[config.mk]
export PLATFORM = sky130hd
export DESIGN_NAME = rv_i2c_arbiter
export DESIGN_NICKNAME = d
export VERILOG_FILES = /design/src/rtl/rv_i2c_pkg.sv /design/src/rtl/rv_rr_picker.sv /design/src/rtl/rv_i2c_arbiter.sv
export SDC_FILE = /design/constraint.sdc
export NUM_CORES = 1
export LEC_CHECK = 0
export CORE_MARGIN = 4
export CORE_UTILIZATION = 40
export CTS_CLUSTER_DIAMETER = 40
export CTS_CLUSTER_SIZE = 20
export DETAILED_ROUTE_END_ITERATION = 10
export PLACE_DENSITY = 0.74
export SYNTH_ARGS = -nofsm -noshare
export SYNTH_HDL_FRONTEND = slang
export SYNTH_SLANG_ARGS = --single-unit
[constraint.sdc]
create_clock -name clk -period 5 [get_ports clk]
set_clock_uncertainty 0.15 [all_clocks]
set_input_delay 0.5 -clock clk [delete_from_list [all_inputs] [get_ports clk]]
set_output_delay 0.5 -clock clk [all_outputs]
set_load 0.005 [all_outputs]
[src/rtl/rv_i2c_pkg.sv]
// Shared types for the byte-level I2C command/response channel and its arbiter.
package rv_i2c_pkg;

    // One byte-level command towards the I2C core.
    typedef struct packed {
        logic       start;
        logic       stop;
        logic       read;
        logic [7:0] data;
    } i2c_cmd_t;

    // One byte-level response from the I2C core.
    typedef struct packed {
        logic [7:0] data;
        logic       nack;
    } i2c_rsp_t;

    // Arbiter bus-ownership states.
    typedef enum logic [1:0] {
        IDLE,
        ISSUE,
        WAIT_RSP,
        HOLD
    } arb_state_t;

endpackage

[src/rtl/rv_rr_picker.sv]
// Combinational round-robin picker: first set request bit at or above ptr, with wrap.
module rv_rr_picker #(
    parameter int NUM_REQ = 4
) (
    input  logic [NUM_REQ-1:0]         req,
    input  logic [$clog2(NUM_REQ)-1:0] ptr,
    output logic                       found,
    output logic [$clog2(NUM_REQ)-1:0] index
);
    localparam int IW = $clog2(NUM_REQ);

    // Doubling the vector lets a plain slice from ptr implement the wrap.
    logic [2*NUM_REQ-1:0] req_dbl;
    logic [NUM_REQ-1:0]   req_rot;

    assign req_dbl = {req, req};

    genvar gi;
    generate
        for (gi = 0; gi < NUM_REQ; gi++) begin : g_rot
            assign req_rot[gi] = req_dbl[int'(ptr) + gi];
        end
    endgenerate

    // Lowest rotated offset wins; map it back to an absolute requester index.
    always_comb begin
        int off;
        int sum;
        found = 1'b0;
        off   = 0;
        for (int k = NUM_REQ - 1; k >= 0; k--) begin
            if (req_rot[k]) begin
                found = 1'b1;
                off   = k;
            end
        end
        sum = int'(ptr) + off;
        if (sum >= NUM_REQ) begin
            sum = sum - NUM_REQ;
        end
        index = IW'(sum);
    end

endmodule

[src/rtl/rv_i2c_arbiter.sv]
// Round-robin arbiter sharing one I2C command/response channel between requesters.
// Ownership lasts a whole bus transaction; a stalled owner gets a stop injected.
module rv_i2c_arbiter
    import rv_i2c_pkg::*;
#(
    parameter int          NUM_REQ      = 4,
    parameter logic [15:0] HOLD_TIMEOUT = 16'd1023
) (
    input  logic                       clk,
    input  logic                       rst,
    input  logic [NUM_REQ-1:0]         req_valid,
    output logic [NUM_REQ-1:0]         req_ready,
    input  logic [NUM_REQ-1:0]         req_start,
    input  logic [NUM_REQ-1:0]         req_stop,
    input  logic [NUM_REQ-1:0]         req_read,
    input  logic [NUM_REQ*8-1:0]       req_data,
    output logic [NUM_REQ-1:0]         rsp_valid,
    input  logic [NUM_REQ-1:0]         rsp_ready,
    output logic [7:0]                 rsp_data,
    output logic                       rsp_nack,
    output logic                       cmd_valid,
    input  logic                       cmd_ready,
    output logic                       cmd_start,
    output logic                       cmd_stop,
    output logic                       cmd_read,
    output logic [7:0]                 cmd_data,
    input  logic                       i2c_rsp_valid,
    output logic                       i2c_rsp_ready,
    input  logic [7:0]                 i2c_rsp_data,
    input  logic                       i2c_rsp_nack,
    output logic [$clog2(NUM_REQ)-1:0] owner,
    output logic                       busy
);
    localparam int IW = $clog2(NUM_REQ);

    arb_state_t    state_reg,  state_next;
    i2c_cmd_t      cmd_reg,    cmd_next;
    logic [IW-1:0] owner_reg,  owner_next;
    logic [IW-1:0] rr_ptr_reg, rr_ptr_next;
    logic [15:0]   cnt_reg,    cnt_next;
    logic          inject_reg, inject_next;

    logic          pick_found;
    logic [IW-1:0] pick_idx;
    logic [7:0]    req_byte [NUM_REQ];
    i2c_rsp_t      core_rsp;

    genvar gi;
    generate
        for (gi = 0; gi < NUM_REQ; gi++) begin : g_unpack
            assign req_byte[gi] = req_data[8*gi +: 8];
        end
    endgenerate

    rv_rr_picker #(.NUM_REQ(NUM_REQ)) u_picker (
        .req   (req_valid),
        .ptr   (rr_ptr_reg),
        .found (pick_found),
        .index (pick_idx)
    );

    // Responses are broadcast; only rsp_valid steers them to the owner.
    assign core_rsp  = '{data: i2c_rsp_data, nack: i2c_rsp_nack};
    assign rsp_data  = core_rsp.data;
    assign rsp_nack  = core_rsp.nack;
    assign cmd_valid = (state_reg == ISSUE);
    assign cmd_start = cmd_reg.start;
    assign cmd_stop  = cmd_reg.stop;
    assign cmd_read  = cmd_reg.read;
    assign cmd_data  = cmd_reg.data;
    assign owner     = owner_reg;
    assign busy      = (state_reg != IDLE);

    // State and datapath registers.
    always_ff @(posedge clk) begin
        if (rst) begin
            state_reg  <= IDLE;
            cmd_reg    <= '0;
            owner_reg  <= '0;
            rr_ptr_reg <= '0;
            cnt_reg    <= '0;
            inject_reg <= 1'b0;
        end else begin
            state_reg  <= state_next;
            cmd_reg    <= cmd_next;
            owner_reg  <= owner_next;
            rr_ptr_reg <= rr_ptr_next;
            cnt_reg    <= cnt_next;
            inject_reg <= inject_next;
        end
    end

    // Next-state logic, handshakes and response routing.
    always_comb begin
        state_next    = state_reg;
        cmd_next      = cmd_reg;
        owner_next    = owner_reg;
        rr_ptr_next   = rr_ptr_reg;
        cnt_next      = cnt_reg;
        inject_next   = inject_reg;
        req_ready     = '0;
        rsp_valid     = '0;
        i2c_rsp_ready = 1'b0;
        case (state_reg)
            IDLE: begin
                if (pick_found) begin
                    req_ready[pick_idx] = 1'b1;
                    cmd_next.start = 1'b1;
                    cmd_next.stop  = req_stop[pick_idx];
                    cmd_next.read  = req_read[pick_idx];
                    cmd_next.data  = req_byte[pick_idx];
                    owner_next     = pick_idx;
                    rr_ptr_next    = (pick_idx == IW'(NUM_REQ - 1)) ? '0 : pick_idx + 1'b1;
                    state_next     = ISSUE;
                end
            end
            ISSUE: begin
                if (cmd_ready) begin
                    state_next = WAIT_RSP;
                end
            end
            WAIT_RSP: begin
                if (inject_reg) begin
                    // The injected stop belongs to nobody: swallow its response.
                    i2c_rsp_ready = 1'b1;
                    if (i2c_rsp_valid) begin
                        inject_next = 1'b0;
                        state_next  = IDLE;
                    end
                end else begin
                    rsp_valid[owner_reg] = i2c_rsp_valid;
                    i2c_rsp_ready        = rsp_ready[owner_reg];
                    if (i2c_rsp_valid && rsp_ready[owner_reg]) begin
                        if (cmd_reg.stop) begin
                            state_next = IDLE;
                        end else begin
                            state_next = HOLD;
                            cnt_next   = '0;
                        end
                    end
                end
            end
            HOLD: begin
                if (req_valid[owner_reg]) begin
                    // An owner request beats a timeout landing in the same cycle.
                    req_ready[owner_reg] = 1'b1;
                    cmd_next.start = req_start[owner_reg];
                    cmd_next.stop  = req_stop[owner_reg];
                    cmd_next.read  = req_read[owner_reg];
                    cmd_next.data  = req_byte[owner_reg];
                    state_next     = ISSUE;
                end else begin
                    cnt_next = cnt_reg + 16'd1;
                    if ((HOLD_TIMEOUT != 16'd0) && (cnt_next == HOLD_TIMEOUT)) begin
                        cmd_next    = '{start: 1'b0, stop: 1'b1, read: 1'b0, data: 8'h00};
                        inject_next = 1'b1;
                        state_next  = ISSUE;
                    end
                end
            end
            default: begin
                state_next = IDLE;
            end
        endcase
    end

endmodule

==> flow_summary_export.csv <==
group,metric,value,unit
sta,fin_tns_setup,0,ns
drt,wl_met2,4.51,mm
sta,slew_headroom,0.364,
cts,cts_root_buffer,"clkbuf_8",
floorplan,die_w,97.0,um
global_routing,grt_overflow_total,0,
cts,clkTransAtPathRegs,0.08,ns
cts,cts_buffers,5,
critical_path,cp-end-kind,"output pin",
logic_synthesis,async_reset_ff_frac,0,
floorplan,die-area,9410,sq um
cts,clock-sinks,34,
logic_synthesis,syn-instance-count,410,
drt,vias,3324,
drt,ant_nets,0,
logic_synthesis,yosys.area.top_type_share,0.215,
logic_synthesis,synth_ff_type,"dfxtp_1",
final_layout,insertedDiodeCount,0,
logic_synthesis,ys_seq_area_frac,0.215,
flow_run,drv_cap,0,
cts,post_cts_resized,0,
sta,tightest_slew,0.952,ns
global_routing,grt_pass1_vias,3170,
drt,met1_length,3.91,mm
logic_synthesis,synthTopCellsByCount,"73 x nand2_1, 37 x nor2_1, 35 x a21oi_1",
floorplan,rows,32,
cts,cts_buffer_depth,2,
final_layout,nNetsFinal,538,
power_and_ir_drop,peakVddDrop,284,uV
sta,max_freq,0.228,GHz
cts,htree_levels,2,
placed_design,dp_cells,558,
global_routing,grt_pass1_wl,15.2,mm
final_layout,largest_reg_flops,16,
placed_design,io_buffer_count,79,
final_layout,stdcell_count,566,
floorplan,dieHeight,97.0,um
drt,drc,0,
min_path,hp-class,"reg2reg",
floorplan,start_util,0.410,
global_routing,grt_use_total,0.195,
critical_path,cp.required,4.35,ns
logic_synthesis,ys_types,56,
logic_synthesis,synthesis.area,3170,sq um
cts,cts_setup_buffers,0,
outcome,outcome,"completed",
critical_path,crit_type,"reg2out",
drt,drt_iter0_drc,199,
global_routing,grt_max_degree,23,
drt,drt_pass1_iterations,6,
cts,clk_latency,0.29,ns
power_and_ir_drop,p_per_area,397,nW/um^2
critical_path,arrival,3.74,ns
logic_synthesis,ys_top_cells_by_area,"dfxtp_1 21%, mux4_2 17%, nand2_1 8.6%",
final_layout,drive_gt1_frac,0.101,
final_layout,area_growth,27.3,%
logic_synthesis,yosysMostFrequentCell,"nand2_1",
cts,tritoncts,"done",
placed_design,hpwl,7.02,mm
drt,highest_layer,"met4",
logic_synthesis,synth_nets,485,
drt,routed_wl,9.33,mm
cts,postCtsHoldBufs,0,
sta,rsz0062_at_grt,"no",
power_and_ir_drop,p_leak,1.45,nW
global_routing,antenna_found_initial,0,
logic_synthesis,yosys_warnings,0,
logic_synthesis,synth_edf_count,0,
placed_design,gp_congestion,0.829,
sta,hold_violations,0,
logic_synthesis,yosysTopAreaCell,"dfxtp_1",
drt,wl_met3,703,um
sta,min_period_over_period,0.878,
logic_synthesis,ys_ff_latch,34,
critical_path,critPathMaxFanout,17,
critical_path,critPathLaunchType,"flop",
sta,slew_viol_final,0,
drt,wire_per_inst,16.5,um
logic_synthesis,avgSynthCellArea,7.73,sq um
drt,routed_via_density,5.87,
sta,setup_viol,0,
floorplan,core_area,7730,sq um
sta,min_period,4.39,ns
floorplan,io_pins,98,
cell families (layout without fill, tap and decap cells):
| family | Yosys count | count (layout) | share of synthesized area |
|---|---|---|---|
| and+or+nand+nor | 191 | 191 | 0.290 |
| AOI/OAI and AO/OA | 82 | 82 | 0.163 |
| buffers and inverters | 58 | 112 | 0.0880 |
| DFF | 34 | 34 | 0.215 |
| muxes | 31 | 31 | 0.193 |
| adders and majority gates | 10 | 10 | 0.0395 |
| xor gates and xnor gates | 4 | 4 | 0.0111 |
layer usage:
metal / GRT usage / vias up
li1: - / 1574
met1: 0.246 / 1590
met3: 0.0440 / 19
met4: 0.0724 / 0
met5: 0 / -
met2: 0.324 / 141
critical path, cell delays in order, from the launching register on:
cell             delay [ns]
dfxtp_1                0.67
ha_1                   0.43
mux4_2                 0.33
nand2_1                0.07
nand3_1                0.06
ha_1                   0.87
ha_1                   0.31
a32oi_1                0.07
nor2_1                 0.12
clkdlybuf4s50_1        0.51
cells in the final DEF (no fill, tap or decap), types with 3 or more instances in the layout:
master / instances
a21oi_1: 35
and2_1: 4
and3_1: 5
buf_4: 6
clkbuf_8: 8
clkdlybuf4s50_1: 79
dfxtp_1: 34
ha_1: 10
inv_1: 19
mux2i_1: 5
mux4_2: 24
nand2_1: 73
nand3_1: 17
nand3b_1: 6
nand4_1: 4
nor2_1: 37
nor2b_1: 4
nor3_1: 15
nor4_1: 6
nor4b_1: 3
o211ai_1: 4
o21ai_0: 19
o311ai_0: 3
o31ai_1: 3
or3_1: 3
or4_1: 4
report_power, final:
group	total, W	switching (W)	leakage (nW)	internal, W
Combinational	0.000983	0.000483	1.11	0.000501
Clock	0.000246	0.000106	0.0575	0.000139
Sequential	0.000373	0.0000530	0.278	0.000320
Total	0.00160	0.000642	1.45	0.000960
metrics by stage:
stage	instance area, sq um	setup WS (ns)	util	hold slack (ns)	total power [W]
6_report	4040	0.611	0.522	0.337	0.00160
5_1_grt	4040	0.293	0.522	0.353	0.00172
4_1_cts	4040	0.633	0.522	0.337	0.00161
3_5_place_dp	3930	0.752	0.508	0.327	0.00135
3_3_place_gp	3930	0.833	0.508	0.303	0.00134
2_1_floorplan	3170	1.68	-	0.294	0.00103
final timing paths:
path | start | cells past startpoint | to | slack (ns)
setup / recovery | rr_ptr_reg[0] | 9 | req_ready[3] | 0.61
hold / removal | cnt_reg[15] | 2 | cnt_reg[15] | 0.34
setup reg to reg | rr_ptr_reg[0] | 11 | cmd_stop | 1.12
hold reg to reg | cnt_reg[15] | 2 | cnt_reg[15] | 0.34
cell type report:
class,instances,area (sq um)
flip-flops and latches,34,681
well taps,102,128
clock buffers,8,110
inverters,19,71.3
repair buffers,85,836
fillers,710,3690
multi-input cells,318,2210
(Power assumes the default switching activity.)
